$ cat src/rtl/hit_lives_manager.sv
// Game-level state keeper: lives, BCD score, post-hit invulnerability and game flow.
// Optional HIT_LIVES_BONUS_EN: extra life each time the score thousands digit rolls up.
module hit_lives_manager #(
  parameter int START_LIVES   = 3,
  parameter int MAX_LIVES     = 7,
  parameter int INVULN_FRAMES = 60,
  parameter int OVER_FRAMES   = 90
) (
  input  logic        clk,
  input  logic        reset,
  input  logic        startOfFrame,
  input  logic        hit_pulse,
  input  logic        point_pulse,
  input  logic        start_key,
  output logic [2:0]  lives,
  output logic [15:0] score_bcd,
  output logic [1:0]  game_state,
  output logic        invuln_blink,
  output logic        life_lost
);

  // state     | meaning
  // IDLE      | waiting for start_key
  // PLAYING   | hits counted, points counted
  // COOLDOWN  | invulnerable for INVULN_FRAMES frames, blinking
  // GAME_OVER | lives exhausted, start accepted after OVER_FRAMES frames
  typedef enum logic [1:0] {
    IDLE      = 2'b00,
    PLAYING   = 2'b01,
    COOLDOWN  = 2'b10,
    GAME_OVER = 2'b11
  } state_t;

  state_t      state_q, state_d;
  logic [2:0]  lives_q, lives_d;
  logic [15:0] score_q, score_d;
  logic [7:0]  cnt_q, cnt_d;
  logic        blink_q, blink_d;
  logic        lost_q, lost_d;

  logic [7:0]  cnt_inc;
  logic        point_ok;
  logic        bonus;
  logic        cool_done;
  logic        over_done;

  function automatic logic [15:0] bcd_inc(input logic [15:0] v);
    logic [15:0] r;
    logic        carry;
    r     = v;
    carry = 1'b1;
    for (int i = 0; i < 4; i++) begin
      if (carry) begin
        if (v[4*i +: 4] == 4'd9) begin
          r[4*i +: 4] = 4'd0;
        end else begin
          r[4*i +: 4] = v[4*i +: 4] + 4'd1;
          carry       = 1'b0;
        end
      end
    end
    return r;
  endfunction

  assign cnt_inc   = cnt_q + 8'd1;
  assign cool_done = startOfFrame && (cnt_inc == 8'(INVULN_FRAMES));
  assign over_done = start_key && (cnt_q == 8'(OVER_FRAMES));
  assign point_ok  = point_pulse && ((state_q == PLAYING) || (state_q == COOLDOWN))
                     && (score_q != 16'h9999);

`ifdef HIT_LIVES_BONUS_EN
  assign bonus = point_ok && (score_q[11:0] == 12'h999);
`else
  assign bonus = 1'b0;
`endif

  always_ff @(posedge clk or posedge reset) begin
    if (reset) begin
      state_q <= IDLE;
      lives_q <= 3'(START_LIVES);
      score_q <= 16'h0000;
      cnt_q   <= 8'd0;
      blink_q <= 1'b0;
      lost_q  <= 1'b0;
    end else begin
      state_q <= state_d;
      lives_q <= lives_d;
      score_q <= score_d;
      cnt_q   <= cnt_d;
      blink_q <= blink_d;
      lost_q  <= lost_d;
    end
  end

  always_comb begin
    state_d = state_q;
    case (state_q)
      IDLE:      if (start_key) state_d = PLAYING;
      PLAYING:   if (hit_pulse) state_d = (lives_q == 3'd1) ? GAME_OVER : COOLDOWN;
      COOLDOWN:  if (cool_done) state_d = PLAYING;
      GAME_OVER: if (over_done) state_d = IDLE;
      default:   state_d = IDLE;
    endcase
  end

  always_comb begin
    lives_d = lives_q;
    score_d = point_ok ? bcd_inc(score_q) : score_q;
    cnt_d   = cnt_q;
    lost_d  = 1'b0;
    case (state_q)
      IDLE: begin
        if (start_key) begin
          lives_d = 3'(START_LIVES);
          score_d = 16'h0000;
          cnt_d   = 8'd0;
        end
      end
      PLAYING: begin
        cnt_d = 8'd0;
        if (hit_pulse) begin
          lost_d = 1'b1;
          // a terminal hit always ends the game, bonus or not
          if (lives_q == 3'd1)  lives_d = 3'd0;
          else if (!bonus)      lives_d = lives_q - 3'd1;
        end else if (bonus && (lives_q < 3'(MAX_LIVES))) begin
          lives_d = lives_q + 3'd1;
        end
      end
      COOLDOWN: begin
        if (bonus && (lives_q < 3'(MAX_LIVES))) lives_d = lives_q + 3'd1;
        if (startOfFrame) cnt_d = cool_done ? 8'd0 : cnt_inc;
      end
      GAME_OVER: begin
        if (over_done)                                        cnt_d = 8'd0;
        else if (startOfFrame && (cnt_q < 8'(OVER_FRAMES)))   cnt_d = cnt_inc;
      end
      default: ;
    endcase
    blink_d = (state_d == COOLDOWN) && cnt_d[2];
  end

  assign lives        = lives_q;
  assign score_bcd    = score_q;
  assign game_state   = state_q;
  assign invuln_blink = blink_q;
  assign life_lost    = lost_q;

endmodule

$ cat config.mk
export PLATFORM = sky130hd
export DESIGN_NAME = hit_lives_manager
export DESIGN_NICKNAME = d
export VERILOG_FILES = /design/src/rtl/hit_lives_manager.sv
export SDC_FILE = /design/constraint.sdc
export NUM_CORES = 1
export LEC_CHECK = 0
export BUFFER_PORTS_ARGS = -buffer_cell sky130_fd_sc_hd__buf_2
export CORE_ASPECT_RATIO = 0.75
export CORE_MARGIN = 10
export CORE_UTILIZATION = 53
export CTS_CLUSTER_DIAMETER = 50
export DETAILED_ROUTE_END_ITERATION = 7
export GPL_ROUTABILITY_DRIVEN = 0
export GPL_TIMING_DRIVEN = 0
export PLACE_DENSITY = 0.82
export SLEW_MARGIN = 40
export SYNTH_ARGS = -nofsm -noshare
export SYNTH_HDL_FRONTEND = slang
export SYNTH_SLANG_ARGS = --single-unit
$ cat constraint.sdc
create_clock -name clk -period 3.8 [get_ports clk]
set_input_delay 0.38 -clock clk [delete_from_list [all_inputs] [get_ports clk]]
set_output_delay 0.38 -clock clk [all_outputs]
set_load 0.005 [all_outputs]
==> flow_metrics.tcl, run 1 <==
set metrics [dict create \
    power_density_mw_per_mm2 491 \
    synth_area_sq_mm 0.00198 \
    cts_max_path_buffers 2 \
    power_frac_comb 0.385 \
    antenna_found_initial 0 \
    ys_types 51 \
    setup_viol 0 \
    period_share 0.596 \
    routed_wl_microns 4660 \
    swShare 0.398 \
    dr.first_iter.drc_count 118 \
    fillCellCount 322 \
    synth_top_cell_by_area "dfrtp_1" \
    slew_headroom 0.555 \
    cts_resized 0 \
    initial_core_util 0.543 \
    hold_class "primary input to async pin" \
    fmax_mhz 441 \
    clock_latency_ps 280 \
    grt_pass1_vias 1655 \
    path_max_fanout 5 \
    num_antenna_cells 0 \
    worstSetupEndpointType "flip-flop" \
    final.min_clock_period_ps 2270 \
    post_drt_wl_per_cell_microns 15.1 \
    drive_gt1_frac 0.191 \
    power_frac_seq 0.383 \
    power_frac_clock 0.232 \
    dieWidth_microns 90.5 \
    ys_ff_latch 31 \
    synth_edf_count 0 \
    grt_start_max_net_pins 32 \
    syn_avg_cell_area_sq_um 8.94 \
    die_area_sq_mm 0.00660 \
    p_int_mw 0.671 \
    finalNetCount 272 \
    rows 19 \
    ioPinCount 29 \
    rsz0062_at_grt "false" \
    synth-main-ff-cell "dfrtp_1" \
    clock_sinks 31 \
    layout_common_cells "29 x dfrtp_1, 28 x buf_2, 26 x nand2_1" \
    drc_errors 0 \
    portBuffers 28 \
    cts_tree "yes" \
    hold_violations 0 \
    cts_root_buffer "clkbuf_8" \
    core_sq_mm 0.00364 \
    final_common_cell "dfrtp_1" \
    cts.htree.levels 2 \
    ff2ff_path_depth 7 \
    yosysWarnings 0 \
    cts_buffers 5 \
    grt_pass1_wl_microns 7920 \
    viasPerCell 5.70 \
    die_h_microns 72.9 \
    final_max_slew_viol_count 0 \
    first_pass_iters 4 \
    final.hold.worst_slack_ps 191 \
    crit_required_ps 4010 \
    synth_nets 237 \
    synthArstFlopShare 1.00 \
    track_usage 0.143 \
    synth-seq-area-share 0.394 \
    vdd_drop_max_mv 0.374 \
    crit_type "flip-flop to flip-flop" \
    leakagePower_nw 1.06 \
    num_vias 1755 \
    ctsHoldBuffers 0 \
    cts.clk_slew.worst_paths_ps 70 \
    fin_worst_skew_ps 11.6 \
    area_growth_syn_to_layout_pct 14.8 \
    worstPathArrival_ps 2470 \
    synth_top_cell_area_share 0.367 \
    power.switching_mw 0.443 \
    grt_overflow_total 0 \
    worstMarginPinSlew_ps 666 \
    cts_setup_buffers 0 \
    syn_inst 221 \
    drv_cap 0 \
    ant_nets 0 \
    place_hpwl_microns 3450 \
    tns_ps 0 \
    status "completed" \
    synth_area_leaders "dfrtp_1 37%, ha_1 6.3%, nand2_1 4.9%" \
    worstSetupStartpointType "flip-flop" \
]
critical path, stage by stage, from the launching register on:
cell	delay, ps
dfrtp_1	440
inv_1	130
ha_1	330
nand3_1	150
nor3_1	550
nand2_1	150
a211o_1	300
a21oi_1	140
metrics by stage:
stage	worst slack, ps	area [sq um]	cells	utilization	power, mW
floorplan	1970	1980	221	-	0.720
global placement	1680	2180	301	0.600	0.839
detailed placement	1610	2180	301	0.600	0.855
CTS	1540	2270	308	0.624	1.12
global route	1310	2270	308	0.624	1.19
finish	1530	2270	308	0.624	1.11
cells by family after synthesis:
| kind of cell | count (synthesis) | share of synthesized area |
|---|---|---|
| AO/OA/AOI/OAI | 56 | 0.202 |
| XOR/XNOR | 9 | 0.0399 |
| adder cells (fa/ha/maj) | 10 | 0.0633 |
| buffers and inverters | 19 | 0.0418 |
| flip-flops | 31 | 0.394 |
| multiplexers | 2 | 0.0114 |
| AND/OR/NAND/NOR | 94 | 0.248 |
power by group through the flow:
| stage | Sequential (mW) | Clock, mW | Combinational [mW] |
|---|---|---|---|
| after floorplan | 0.423 | 0 | 0.297 |
| after global placement | 0.428 | 0 | 0.412 |
| after detailed placement | 0.431 | 0 | 0.423 |
| after CTS | 0.426 | 0.265 | 0.426 |
| after global routing | 0.436 | 0.274 | 0.484 |
| final | 0.427 | 0.259 | 0.428 |
cells in the mapped netlist, types with 2 or more instances:
master / count
o22ai_1: 3
o2111ai_1: 5
a211oi_1: 2
nand4b_1: 2
nor2b_1: 4
dfrtp_1: 29
nor4bb_1: 2
xor2_1: 7
nor2_1: 23
clkbuf_1: 2
nand4_1: 2
mux2_2: 2
xnor2_1: 2
nand2b_1: 4
nor3_1: 4
a21boi_0: 3
nor3b_1: 3
o311ai_1: 2
o21ai_0: 9
inv_1: 15
o21a_1: 2
and3_1: 3
a21oi_1: 12
and2_1: 2
o31ai_1: 2
o211ai_1: 4
and4_1: 2
or3_1: 2
dfstp_2: 2
nand3_1: 10
ha_1: 10
nand2_1: 26
state kept, by name, indices dropped and copies added, names as in the netlist:
signal,cells
lives,3
life_lost,1
invuln_blink,1
game_state,2
cnt_q,8
score_bcd,16
metal layers:
metal	vias up	global-route usage	part of all wire
li1	869	-	-
met2	49	0.215	0.44
met1	833	0.194	0.48
met5	-	0	0
met4	0	0.0352	0.0071
met3	4	0.0483	0.068
final cells by class:
type	count	area (sq um)	share of cell area
Sequential cell	31	778	0.343
Tap cell	52	65.1	0.0287
Timing Repair Buffer	28	140	0.0618
Clock inverter	1	5.00	0.00221
Inverter	15	56.3	0.0248
Multi-Input combinational cell	171	1110	0.491
Buffer	4	26.3	0.0116
Clock buffer	6	82.6	0.0364
path summary, 6_finish.rpt:
| check | to | start | slack [ps] |
|---|---|---|---|
| worst max register to register | score_bcd[13] | game_state[0] | 1530 |
| worst max-delay path | score_bcd[13] | game_state[0] | 1530 |
| min in group clk | life_lost | hit_pulse | 410 |
| worst min register to register | lives[1] | lives[1] | 500 |
| max in group asynchronous | score_bcd[11] | reset | 3170 |
| worst min-delay path | score_bcd[10] | reset | 190 |
No activity file was read; power rests on OpenSTA's default activity.
==> inputs of run 2 (changes only) <==
--- a/config.mk
+++ b/config.mk
@@ -8,7 +8,7 @@
 export BUFFER_PORTS_ARGS = -buffer_cell sky130_fd_sc_hd__buf_2
 export CORE_ASPECT_RATIO = 0.75
 export CORE_MARGIN = 10
-export CORE_UTILIZATION = 53
+export CORE_UTILIZATION = 51
 export CTS_CLUSTER_DIAMETER = 50
 export DETAILED_ROUTE_END_ITERATION = 7
 export GPL_ROUTABILITY_DRIVEN = 0
==> constraint.sdc (replaced) <==
create_clock -name clk -period 1.9 [get_ports clk]
set_input_delay 0.19 -clock clk [delete_from_list [all_inputs] [get_ports clk]]
set_output_delay 0.19 -clock clk [all_outputs]
set_load 0.005 [all_outputs]
==> run 2 against run 1 <==
Compared with the run above:
- the flow now finishes with violations (hold timing, setup timing)
- combinational power rose to 2.5 times the previous value
- wire length grew 3.8%
- clock power up 94%
- critical path depth unchanged
- register-to-register slack got worse by 1600 ps
- hold slack worse by 200 ps
- first-iteration DRC count grew 24%
- power is 120% higher
- critical path type unchanged
- highest routed layer unchanged
==> flow_metrics.tcl, run 2 (synthesized netlist as in run 1, its figures left out) <==
set metrics [dict create \
    final.min_clock_period_ps 1970 \
    antenna_found_initial 0 \
    cts_tree "yes" \
    cts.clk_slew.worst_paths_ps 70 \
    clock_latency_ps 280 \
    dr.first_iter.drc_count 146 \
    r2r_slack_ps -70 \
    cts.htree.levels 2 \
    rsz0062_at_grt "true" \
    leakagePower_nw 1.12 \
    final_max_slew_viol_count 0 \
    design_area_sq_mm 0.00248 \
    crit_required_ps 2090 \
    status "finished with violations" \
    cts_buffers 5 \
    grt_overflow_total 0 \
    post-place-ws_ps -287 \
    worstMarginPinSlew_ps 644 \
    track_usage 0.140 \
    drc_errors 0 \
    largest_reg_flops 16 \
    portBuffers 28 \
    power_mw 2.42 \
    violations "hold timing, setup timing" \
    ioPinCount 29 \
    core_sq_mm 0.00368 \
    final_common_cell "buf_2" \
    post_drt_wl_per_cell_microns 15.2 \
    setup_viol 3 \
    fin_ws_ps -72.9 \
    period_share 1.04 \
    placed_area_sq_mm 0.00218 \
    finalNetCount 281 \
    drv_cap 0 \
    vdd_drop_max_mv 0.818 \
    drive_gt1_frac 0.312 \
    area_growth_syn_to_layout_pct 25.6 \
    routed_wl_microns 4830 \
    fmax_mhz 507 \
    slew_headroom 0.570 \
    hold_class "primary input to async pin" \
    viasPerCell 5.71 \
    power_density_mw_per_mm2 977 \
    num_antenna_cells 0 \
    dieWidth_microns 91.9 \
    num_vias 1815 \
    crit_type "flip-flop to flip-flop" \
    ant_nets 0 \
    initial_core_util 0.536 \
    grt_start_max_net_pins 32 \
    first_pass_iters 4 \
    grt_pass1_vias 1699 \
    seqCellArea_sq_um 781 \
    cts_root_buffer "clkbuf_8" \
    fin_worst_skew_ps 10.5 \
    layout_common_cells "28 x buf_2, 27 x dfrtp_1, 26 x nand2_1" \
    worstPathArrival_ps 2160 \
    die_h_microns 73.9 \
    final.hold.worst_slack_ps -8.33 \
    grt_pass1_wl_microns 7860 \
    worstSetupEndpointType "flip-flop" \
    cts_max_path_buffers 2 \
    path_max_fanout 5 \
    worstSetupStartpointType "flip-flop" \
    rows 19 \
    multiInputGateArea_sq_mm 0.00126 \
    hold_violations 21 \
    fillCellCount 299 \
    clock_sinks 31 \
    die_area_sq_mm 0.00679 \
    place_hpwl_microns 3420 \
]
[run 2: changes by cell type in the layout (fill, tap and decap cells not counted), sizes merged]
cell,change
buf,+9
clkinvlp,+1
[run 2: cell type report]
type | instances | share of cell area
clock inverter | 2 | 0.00504
tap | 52 | 0.0262
sequential | 31 | 0.315
buffer | 4 | 0.0111
timing repair buffer | 37 | 0.0837
multi-input combinational | 171 | 0.508
clock buffer | 6 | 0.0292
inverter | 15 | 0.0227
[run 2: timing repair]
| action | in CTS | in global routing |
|---|---|---|
| gates cloned | 0 | 0 |
| setup endpoints to repair | 17 | 22 |
| hold buffers | 0 | 0 |
| setup buffers | 4 | 5 |
| resized for setup | 14 | 21 |
| pin swaps | 3 | 10 |
[run 2: metrics by stage]
stage	TNS, ps	util	instances
final	-134	0.674	318
after global routing	-820	0.674	318
after CTS	-29.4	0.640	313
after detailed placement	-2030	0.592	301
after global placement	-1540	0.592	301
after floorplan	0	-	221
[run 2: layer usage]
layer | track usage | vias up | part of all wire
li1 | - | 887 | -
met1 | 0.182 | 851 | 0.48
met2 | 0.216 | 68 | 0.43
met3 | 0.0427 | 9 | 0.076
met4 | 0.0495 | 0 | 0.016
met5 | 0 | - | 0
[run 2: worst max-delay path, stage by stage, from the launching register on]
cell       delay [ps]
dfrtp_2           450
inv_1              90
ha_1              180
nand4bb_1         140
o21a_2            280
o311ai_1          350
o311ai_2          190
a211oi_2          200
[run 2: where the power goes]
group / switching [mW] / leakage [nW] / total [mW] / internal [mW]
logic: 0.659 / 0.657 / 1.08 / 0.422
clock network: 0.246 / 0.0412 / 0.502 / 0.256
registers: 0.0917 / 0.417 / 0.842 / 0.750
[run 2: worst paths after layout]
| kind | startpoint | cells after the start | endpoint |
|---|---|---|---|
| setup / recovery | cnt_q[0] | 7 | invuln_blink |
| max in group asynchronous | reset | 2 | cnt_q[1] |
| hold reg to reg | lives[1] | 2 | lives[1] |
| setup reg to reg | cnt_q[0] | 7 | invuln_blink |
| hold / removal | reset | 2 | score_bcd[11] |
| min in group clk | hit_pulse | 3 | life_lost |
